## src/rtl/apb_global_pkg.sv

```systemverilog
// Shared APB definitions: default bus widths, transfer/error types and the
// responder FSM state encoding.
package apb_global_pkg;

    localparam int ADDRESS_WIDTH = 32;
    localparam int DATA_WIDTH    = 32;

    typedef enum logic {
        READ  = 1'b0,
        WRITE = 1'b1
    } tx_type_e;

    typedef enum logic {
        NO_ERROR    = 1'b0,
        SLAVE_ERROR = 1'b1
    } slave_error_e;

    typedef enum logic [1:0] {
        IDLE,
        SETUP,
        WAIT,
        ACCESS
    } apb_slave_state_e;

endpackage

```

## src/rtl/apb_slave_regfile.sv

```systemverilog
// Register storage for the APB responder: byte-lane strobed writes and a
// combinational read mux.
module apb_slave_regfile #(
    parameter int DATA_WIDTH = 32,
    parameter int NO_OF_REGS = 16,
    parameter int IDX_WIDTH  = (NO_OF_REGS > 1) ? $clog2(NO_OF_REGS) : 1
) (
    input  logic                    pclk,
    input  logic                    preset,
    input  logic                    wr_en,
    input  logic [IDX_WIDTH-1:0]    wr_idx,
    input  logic [DATA_WIDTH-1:0]   wr_data,
    input  logic [DATA_WIDTH/8-1:0] wr_strb,
    input  logic [IDX_WIDTH-1:0]    rd_idx,
    output logic [DATA_WIDTH-1:0]   rd_data
);

    localparam int LANES = DATA_WIDTH / 8;

    logic [DATA_WIDTH-1:0] regs [NO_OF_REGS];

    // NOTE: the array is cleared on reset on purpose, so it builds as
    // flops rather than RAM; software relies on reading zeros after reset.
    always_ff @(posedge pclk or posedge preset) begin
        if (preset) begin
            for (int r = 0; r < NO_OF_REGS; r++) begin
                regs[r] <= '0;
            end
        end else if (wr_en) begin
            for (int b = 0; b < LANES; b++) begin
                if (wr_strb[b]) begin
                    regs[wr_idx][b*8 +: 8] <= wr_data[b*8 +: 8];
                end
            end
        end
    end

    assign rd_data = regs[rd_idx];

endmodule

```

## src/rtl/apb_slave_responder.sv

```systemverilog
// APB slave responder: FSM with programmable wait states, address decode and
// error response. Define APB_SLAVE_PROT_CHECK_EN to make register 0 secure-only.
module apb_slave_responder #(
    parameter int                       ADDRESS_WIDTH = apb_global_pkg::ADDRESS_WIDTH,
    parameter int                       DATA_WIDTH    = apb_global_pkg::DATA_WIDTH,
    parameter int                       NO_OF_REGS    = 16,
    parameter logic [ADDRESS_WIDTH-1:0] BASE_ADDR     = ADDRESS_WIDTH'(32'h0000_0000)
) (
    input  logic                     pclk,
    input  logic                     preset,
    input  logic                     pselx,
    input  logic                     penable,
    input  logic                     pwrite,
    input  logic [ADDRESS_WIDTH-1:0] paddr,
    input  logic [DATA_WIDTH-1:0]    pwdata,
    input  logic [DATA_WIDTH/8-1:0]  pstrb,
    input  logic [2:0]               pprot,
    input  logic [3:0]               cfg_wait_states,
    output logic                     pready,
    output logic                     pslverr,
    output logic [DATA_WIDTH-1:0]    prdata
);

    import apb_global_pkg::*;

    localparam int                       BYTES      = DATA_WIDTH / 8;
    localparam int                       OFFS_BITS  = $clog2(BYTES);
    localparam int                       IDX_WIDTH  = (NO_OF_REGS > 1) ? $clog2(NO_OF_REGS) : 1;
    localparam logic [ADDRESS_WIDTH-1:0] REG_SPAN   = ADDRESS_WIDTH'(NO_OF_REGS * BYTES);
    localparam logic [ADDRESS_WIDTH-1:0] ALIGN_MASK = ADDRESS_WIDTH'(BYTES - 1);

    apb_slave_state_e          state;
    apb_slave_state_e          next_state;
    logic [3:0]                wait_cnt;
    logic [ADDRESS_WIDTH-1:0]  lat_addr;
    tx_type_e                  lat_write;
    logic [DATA_WIDTH-1:0]     lat_wdata;
    logic [DATA_WIDTH/8-1:0]   lat_strb;
    logic [2:0]                lat_prot;

    logic [ADDRESS_WIDTH-1:0]  offset;
    logic                      in_range;
    logic                      aligned;
    logic [IDX_WIDTH-1:0]      reg_idx;
    slave_error_e              err;
    logic                      wr_en;
    logic [DATA_WIDTH-1:0]     rd_data;

    // NOTE: sequential state uses non-blocking assignments so every flop
    // samples pre-edge values regardless of the order of statements.
    always_ff @(posedge pclk or posedge preset) begin
        if (preset) begin
            state <= IDLE;
        end else begin
            state <= next_state;
        end
    end

    // NOTE: next_state is defaulted before the case so no path leaves it
    // unassigned, which would otherwise infer a latch.
    always_comb begin
        next_state = state;
        unique case (state)
            IDLE: begin
                if (pselx && !penable) next_state = SETUP;
            end
            SETUP: begin
                if (!pselx)                         next_state = IDLE;
                else if (cfg_wait_states == 4'd0)   next_state = ACCESS;
                else                                next_state = WAIT;
            end
            WAIT: begin
                if (!pselx)                         next_state = IDLE;
                else if (penable && wait_cnt == 4'd1) next_state = ACCESS;
            end
            ACCESS: begin
                if (pselx && !penable) next_state = SETUP;
                else                   next_state = IDLE;
            end
            default: next_state = IDLE;
        endcase
    end

    // Transfer attributes are captured once in SETUP and held for the rest of
    // the transfer, so the master may change the bus during wait states.
    always_ff @(posedge pclk or posedge preset) begin
        if (preset) begin
            wait_cnt  <= '0;
            lat_addr  <= '0;
            lat_write <= READ;
            lat_wdata <= '0;
            lat_strb  <= '0;
            lat_prot  <= '0;
        end else if (state == SETUP && pselx) begin
            wait_cnt  <= cfg_wait_states;
            lat_addr  <= paddr;
            lat_write <= tx_type_e'(pwrite);
            lat_wdata <= pwdata;
            lat_strb  <= pstrb;
            lat_prot  <= pprot;
        end else if (state == WAIT && pselx && penable) begin
            wait_cnt  <= wait_cnt - 4'd1;
        end
    end

    // Offset-based range check avoids overflow of BASE_ADDR + span.
    assign offset   = lat_addr - BASE_ADDR;
    assign in_range = (lat_addr >= BASE_ADDR) && (offset < REG_SPAN);
    assign aligned  = (lat_addr & ALIGN_MASK) == '0;
    assign reg_idx  = IDX_WIDTH'(offset >> OFFS_BITS);

`ifdef APB_SLAVE_PROT_CHECK_EN
    logic unused_prot;
    assign unused_prot = ^{lat_prot[2], lat_prot[0]};

    // Register 0 is secure: pprot[1] marks a non-secure access.
    always_comb begin
        err = NO_ERROR;
        if (!in_range || !aligned)              err = SLAVE_ERROR;
        else if (reg_idx == '0 && lat_prot[1])  err = SLAVE_ERROR;
    end
`else
    logic unused_prot;
    assign unused_prot = ^lat_prot;

    always_comb begin
        err = NO_ERROR;
        if (!in_range || !aligned) err = SLAVE_ERROR;
    end
`endif

    assign wr_en = (state == ACCESS) && (lat_write == WRITE) && (err == NO_ERROR);

    apb_slave_regfile #(
        .DATA_WIDTH (DATA_WIDTH),
        .NO_OF_REGS (NO_OF_REGS),
        .IDX_WIDTH  (IDX_WIDTH)
    ) u_regfile (
        .pclk    (pclk),
        .preset  (preset),
        .wr_en   (wr_en),
        .wr_idx  (reg_idx),
        .wr_data (lat_wdata),
        .wr_strb (lat_strb),
        .rd_idx  (reg_idx),
        .rd_data (rd_data)
    );

    // Outputs decode the registered state only; a read sees the register
    // contents before any commit on the closing edge.
    assign pready  = (state == ACCESS);
    assign pslverr = (state == ACCESS) && (err == SLAVE_ERROR);
    assign prdata  = ((state == ACCESS) && (lat_write == READ) && (err == NO_ERROR))
                     ? rd_data : '0;

endmodule

```

## config.mk

```make
export PLATFORM = sky130hd
export DESIGN_NAME = apb_slave_responder
export DESIGN_NICKNAME = d
export VERILOG_FILES = /design/src/rtl/apb_global_pkg.sv /design/src/rtl/apb_slave_regfile.sv /design/src/rtl/apb_slave_responder.sv
export SDC_FILE = /design/constraint.sdc
export NUM_CORES = 1
export LEC_CHECK = 0
export CORE_ASPECT_RATIO = 0.6
export CORE_MARGIN = 2
export CORE_UTILIZATION = 35
export DETAILED_ROUTE_END_ITERATION = 10
export PLACE_DENSITY_LB_ADDON = 0.15
export SLEW_MARGIN = 20
export SYNTH_ARGS = -nofsm -noshare
export SYNTH_HDL_FRONTEND = slang
export SYNTH_SLANG_ARGS = --single-unit
```

## constraint.sdc

```tcl
create_clock -name pclk -period 37.8 [get_ports pclk]
set_input_delay 5.67 -clock pclk [delete_from_list [all_inputs] [get_ports pclk]]
set_output_delay 5.67 -clock pclk [all_outputs]
set_load 0.01 [all_outputs]
```

==> results.md, run 1 <==
* Largest area contributor in the netlist: dfrtp_1
* CTS Buf Count at 56
* Final setup viols at 0
* Post-synthesis area per instance at 14.6 um^2
* Compound-cell area share of the yosys netlist at 2.70%
* I/O pin cnt at 114
* Area of the multi-input gates at 0.0111 mm^2
* Number of max-cap violations at 0
* Die area at 0.0774 mm^2
* Vias per cell at ~5.3
* Hold WS at 470 ps
* DRC at 0
* Mapped Nets at 1,883
* DP Area at 0.0284 mm^2
* Most frequent cell after synthesis: dfrtp_1
* Largest net degree at the start of global routing at 104
* Horiz. Die Dim at 358 um
* Origin of the worst setup path: lat_addr[2]
* Hold Crit Class: flip-flop to flip-flop
* Final hold vios at 0
* Worst VDD drop at 0.0325 mV
* DR WL/cell at 23.0 um
* Simple-gate share of the synthesized area at 6.49%
* Mapped Cells at 1,801
* Nets at 1,953
* Max FO, Critical Path at 50
* Top post-synthesis cells by count: 587 x dfrtp_1, 463 x mux2_2, 215 x nand2_1, 128 x mux4_2, 86 x clkbuf_1
* Fillers at 6,808
* Rows at 77
* Dpl ws at 27,590 ps
* WP data required at 32,130 ps
* Crit path kind: flip-flop to output pin
* Overflow after GRT at 0
* Post-Route Utilization at 40.8%
* Core ar. at 0.0740 mm^2
* Initial Util at 35.5%
* First-pass GRT wire length at 102,000 um
* Total power at 1.58 mW
* Post-CTS Resized at 0
* Post-synthesis mux area share at between 30% and 40%
* Power density over cell area at 52.4 mW/mm^2
* FF/Latch Area at 0.0147 mm^2
* Overall Global Routing Usage at roughly 17%
* Total wire length at 66,800 um
* Hold_buf cts at 0
* Setup Skew at 25.2 ps
* Setup bufs post-CTS at 0
* RR Endpoint: u_regfile.regs[406]
* Yosys reg bits at 587
* Final non-filler cell total at 2,902
* Xor-xnor portion of the synthesized cell area at 0.0333%
* Number of synthesized flops with an enable pin at 0
* RSZ-0062 raised after global routing: false
* CP Capture Type: output pin
* Sequential area share after synthesis at 55.9%
* Die height at between 200 and 250 um
* Setup_tns at 0 ps
* Initial antenna violation count at 0
* Final instance area at 0.0302 mm^2
* Setup crit end: prdata[19]
* Run status: finished, final reports clean
* FFs w/ async S/R, synth at 100%
* Worst R2R Setup Slack at roughly 34,000 ps
* Number of global-route vias before repair at 16,100
* Max clock buf depth at 3
* Slew Limit Fails at 0
* GPL Wtd Cong at approximately 0.74
* Mapped cell area at 0.0263 mm^2
* Crit path launch type: flip-flop
* Post-synth top flop: dfrtp_1
* IO buf count at 110
* Via count at 15,400
* Reg2Reg Launch Point: lat_addr[2]
* Main area contributors after synthesis: dfrtp_1 56%, mux2_2 20%, mux4_2 11%
* Final period utilization at 27.4%
* Yosys top cell area share at 55.9%
* Layout cells sized above 1 at 39.3%
* Drt pass-1 iters at 5
* Syn. warnings at 0
* Synth Area in Adders at 0.0952%
* Max Freq at 96.6 MHz
* Worst reg-to-reg path cell count at 5
* Cell variety after synth at 37
* Leakage power at around 14 nW
* H-tree levels at 2
* Clk Latency, worst-skew pair at roughly 640 ps
* Crit path time final at 10,350 ps
* Setup ws final at about 27,000 ps
* Clock sink count at 587
* Dpl hpwl at 42,700 um
* Drt initial violations at 990
* Area Overhead vs Synth at 15.0%
* Clock Tree Root: clkbuf_16
* Largest family of logic cells by synthesized area: multiplexers
* Slew @ Worst Pin at 1160 ps
* Placed Cells incl. Taps at 2,799
* Post-route ant nets at 0
* Reg clk slew, reported paths at 60 ps
* Slew margin rel. at between 20% and 30%
* Worst EP arrival at 4680 ps
* CTS tree: built
==> sequential cells by signal, indices dropped and copies added, names as in the netlist <==
signal / flops
u_regfile.regs: 512
state: 2
lat_write: 1
lat_addr: 32
wait_cnt: 4
lat_strb: 4
lat_wdata: 32
==> routing by layer <==
metal  track usage (%)  vias to the layer above  wire length, um
met1              27.2                     8314            33800
li1                  -                     6786                -
met2              25.5                      245            29200
met4              4.17                        0             1210
met5                 0                        -                0
met3              2.52                       79             2540
==> cells in the final DEF, fill, tap and decap left out, types with 2 or more instances in the layout <==
cell type / instances
a21oi_1: 33
a22oi_1: 64
a31oi_1: 3
and3_1: 8
buf_4: 22
buf_6: 2
bufinv_16: 2
clkbuf_1: 14
clkbuf_16: 58
clkbuf_8: 15
clkdlybuf4s50_1: 110
clkinv_2: 10
dfrtp_1: 585
dfrtp_4: 2
ha_1: 2
inv_1: 3
mux2_1: 49
mux2_2: 463
mux4_2: 128
nand2_1: 215
nand2b_1: 4
nand3_1: 19
nand3_2: 38
nand4_1: 5
nor2_1: 19
nor2b_4: 2
nor3_1: 7
nor4_1: 7
nor4_4: 4
o21ai_0: 2
o22a_1: 2
or4_1: 3
==> critical path, stage by stage, from the launching register on <==
cell and delay, ps:
dfrtp_4 740, buf_4 870, buf_4 800, mux4_2 620
a22oi_1 290, a21oi_1 170, clkdlybuf4s50_1 530
==> power by group <==
group          total [mW]  internal [mW]  switching, mW
Sequential          0.770          0.664          0.107
Combinational       0.245         0.0888          0.156
Clock               0.569          0.323          0.246
==> area by class of cell <==
type,count,share of cell area (%)
clock inverters,14,0.443
flip-flops and latches,587,48.6
multi-input cells,1088,36.8
inverters,4,0.0745
repair buffers,134,4.26
diodes,1,0.00828
clock buffers,87,5.66
well taps,987,4.09
==> worst min-delay path by stage <==
stage	end	from	slack, ps	depth (start not counted)
after floorplan	lat_addr[23]	lat_addr[23]	440	2
after global placement	lat_addr[20]	lat_addr[20]	450	2
after detailed placement	lat_addr[30]	lat_addr[30]	450	2
after CTS	lat_addr[20]	lat_addr[20]	480	2
after global routing	lat_addr[24]	lat_addr[24]	490	2
final	lat_addr[20]	lat_addr[20]	470	2
==> cell families after synthesis <==
group	after synthesis
muxes	640
DFF	587
and+or+nand+nor	339
buffers and inverters	126
AOI/OAI and AO/OA	106
adders and majority gates	2
xor gates and xnor gates	1
Note: power is estimated with default switching activity, not from simulation.
==> inputs of run 2 (changes only) <==
- clock period: 37.8 -> 10.2 ns (I/O delays scaled with it)
==> run 2 against run 1 <==
  * Final cell count is 0.10% higher
  * Critical path depth stayed put
  * Clock skew is 6.7 ps lower
  * Combinational power grew to 3.8 times the previous value
  * Sequential share of layout area is 0.26 points lower
  * Setup slack worse by 23000 ps
  * Clock power grew to 3.9 times the previous value
  * Final area is 0.54% higher
  * Largest cell class unchanged
==> results.md, run 2 (same netlist as run 1, synthesis figures left out) <==
* Run status: finished, final reports clean (unchanged)
* Setup bufs post-CTS at 0 (unchanged)
* DR WL/cell at 23.2 um (was 23.0 um)
* Total power at 6.01 mW (was 1.58 mW)
* Overall Global Routing Usage at 17.7% (was 17.5%)
* Drt pass-1 iters at 6 (was 5)
* Worst EP arrival at 4630 ps (was 4680 ps)
* Setup_tns at 0 ps (unchanged)
* Core ar. at 0.0740 mm^2 (unchanged)
* CP Capture Type: output pin (unchanged)
* Die height at 216 um (unchanged)
* Reg power frac at 47.2% (was 48.6%)
* H-tree levels at 2 (unchanged)
* Crit path time final at between 6000 and 7000 ps
* RSZ-0062 raised after global routing: false (unchanged)
* Vias per cell at 5.29 (was 5.31)
* Final hold vios at 0 (unchanged)
* DRC at 0 (unchanged)
* Final non-filler cell total at 2,905 (was 2,902)
* Total wire length at 67,300 um (was 66,800 um)
* Placed Cells incl. Taps at 2,800 (was 2,799)
* Max clock buf depth at 3 (unchanged)
* Clk pwr share at 37.4% (was 35.9%)
* Overflow after GRT at 0 (unchanged)
* Max FO, Critical Path at 37 (was 50)
* Slew margin rel. at 23.9% (was 22.5%)
* FF/Latch Area at 0.0147 mm^2 (unchanged)
* Switch share at 31.6% (was 32.1%)
* First-pass GRT wire length at 104,000 um (was 102,000 um)
* Nets at 1,955 (was 1,953)
* Initial Util at 35.5% (unchanged)
* Fillers at 6,731 (was 6,808)
* Design internal power at 4.11 mW (was 1.08 mW)
* Slew Limit Fails at 0 (unchanged)
* Worst path slowest cell: dfrtp_4 (was buf_4)
* Horiz. Die Dim at 358 um (unchanged)
* WP data required at 8670 ps (was 32,130 ps)
* Clock Tree Root: clkbuf_16 (unchanged)
* GPL Wtd Cong at 0.753 (was 0.743)
* Leakage power at 14.3 nW (about the same)
* Max Freq at between 150 and 200 MHz
* Slew @ Worst Pin at 1130 ps (was 1160 ps)
* Via count at 15,400 (about the same)
* Dpl hpwl at 43,500 um (was 42,700 um)
* Crit path largest cell delay at 850 ps (was 870 ps)
* Layout cells sized above 1 at 39.7% (was 39.3%)
* Hold Crit Class: flip-flop to flip-flop (unchanged)
* Biggest register: u_regfile.regs (unchanged)
* Final setup viols at 0 (unchanged)
* Worst VDD drop at 0.164 mV (was 0.0325 mV)
* Setup ws final at 4040 ps (was 27,450 ps)
* Power density over cell area at 198 mW/mm^2 (was 52.4 mW/mm^2)
* Area of the multi-input gates at 0.0111 mm^2 (about the same)
* Post-route ant nets at 0 (unchanged)
* Die area at 0.0774 mm^2 (unchanged)
* Number of global-route vias before repair at 16,300 (was 16,100)
* Reg clk slew, reported paths at 60 ps (about the same)
* I/O pin cnt at 114 (unchanged)
* Rows at 77 (unchanged)
* Number of max-cap violations at 0 (unchanged)
* Most frequent CP cell: buf_4 (unchanged)
* Clk Latency, worst-skew pair at 620 ps (was 640 ps)
* Final period utilization at 60.4%
* Clock sink count at 587 (unchanged)
* Logic gate share of total power at 15.4% (was 15.5%)
* Crit path launch type: flip-flop (unchanged)
* Worst path cell trace: buf_4 -> buf_4 -> mux4_2 -> a22oi_1 -> a21oi_1 -> clkdlybuf4s50_1 (unchanged)
* Area Overhead vs Synth at 15.6% (was 15.0%)
* Setup Skew at 18.5 ps (was 25.2 ps)
* Post-CTS Resized at 0 (unchanged)
* Commonest cells after routing, fill and taps aside: 585 x dfrtp_1, 463 x mux2_2, 215 x nand2_1, 128 x mux4_2, 110 x clkdlybuf4s50_1 (unchanged)
* CTS tree: built (unchanged)
* Dpl ws at 4460 ps (was 27,590 ps)
* Regs by FF count: u_regfile.regs x512, lat_addr x32, lat_wdata x32 (unchanged)
* Crit path kind: flip-flop to output pin (unchanged)
* Largest register FFs at 512 (unchanged)
* Hold_buf cts at 0 (unchanged)
* CTS Buf Count at 57 (was 56)
* P_sw at 1.90 mW (was 0.509 mW)
* Most common cell after layout, fill and taps aside: dfrtp_1 (unchanged)
* Initial antenna violation count at 0 (unchanged)
* IO buf count at 110 (unchanged)
* Drt initial violations at 1,053 (was 990)
* Largest net degree at the start of global routing at 137 (was 104)
[run 2: cell count changes in the layout (fill, tap and decap cells not counted)]
cell,before,now
clkbuf_16,58,57
clkinvlp_4,1,2
inv_8,1,0
bufinv_16,2,6
inv_6,0,2
nor4_1,7,6
nor4_2,0,1
clkbuf_8,15,21
clkinv_8,1,0
clkinv_2,10,7
clkbuf_1,14,10
buf_12,0,1
buf_4,22,21
[run 2: final cells by class]
cell class / count / area share [%]
antenna: 1 / 0.00823
clock buffer: 87 / 5.72
clock inverter: 16 / 0.791
inverter: 4 / 0.0618
multi-input combinational: 1088 / 36.7
sequential: 587 / 48.4
tap: 987 / 4.06
timing repair buffer: 135 / 4.33
[run 2: metal layers]
layer | wire length, um | track usage [%] | up-vias
li1 | - | - | 6789
met1 | 34200 | 27.6 | 8229
met2 | 28900 | 25.6 | 274
met3 | 2990 | 3.00 | 85
met4 | 1260 | 4.11 | 0
met5 | 0 | 0 | -
[run 2: worst max-delay path: cells and delay by family, from the launching register on]
family	cells	cell delay [ps]
multiplexers	1	590
flip-flops	1	850
AO/OA/AOI/OAI	2	550
buffers and inverters	3	1960
[run 2: worst paths after layout]
kind | endpoint | cells after the start | startpoint | slack [ps]
min reg2reg | lat_addr[19] | 2 | lat_addr[19] | 480
max reg2reg | u_regfile.regs[467] | 5 | lat_addr[2] | 6300
max | prdata[19] | 6 | lat_addr[2] | 4040
min | lat_addr[19] | 2 | lat_addr[19] | 480
min in group asynchronous | u_regfile.regs[222] | 2 | preset | 1430
max in group asynchronous | u_regfile.regs[334] | 4 | preset | 6670
[run 2: through the flow]
stage	hold slack, ps	util (%)	area [um^2]
final	476	41.1	30400
after global routing	499	41.1	30400
after CTS	481	41.0	30400
after floorplan	437	-	26300
after detailed placement	465	38.4	28400
after global placement	451	38.4	28400
[run 2: power by group through the flow]
stage | Sequential, mW | Clock (mW) | Combinational (mW)
after CTS | 2.84 | 2.32 | 0.950
after floorplan | 2.61 | 0 | 0.802
after detailed placement | 2.89 | 0 | 0.948
final | 2.84 | 2.24 | 0.926
after global routing | 2.89 | 2.42 | 1.01
after global placement | 2.87 | 0 | 0.936
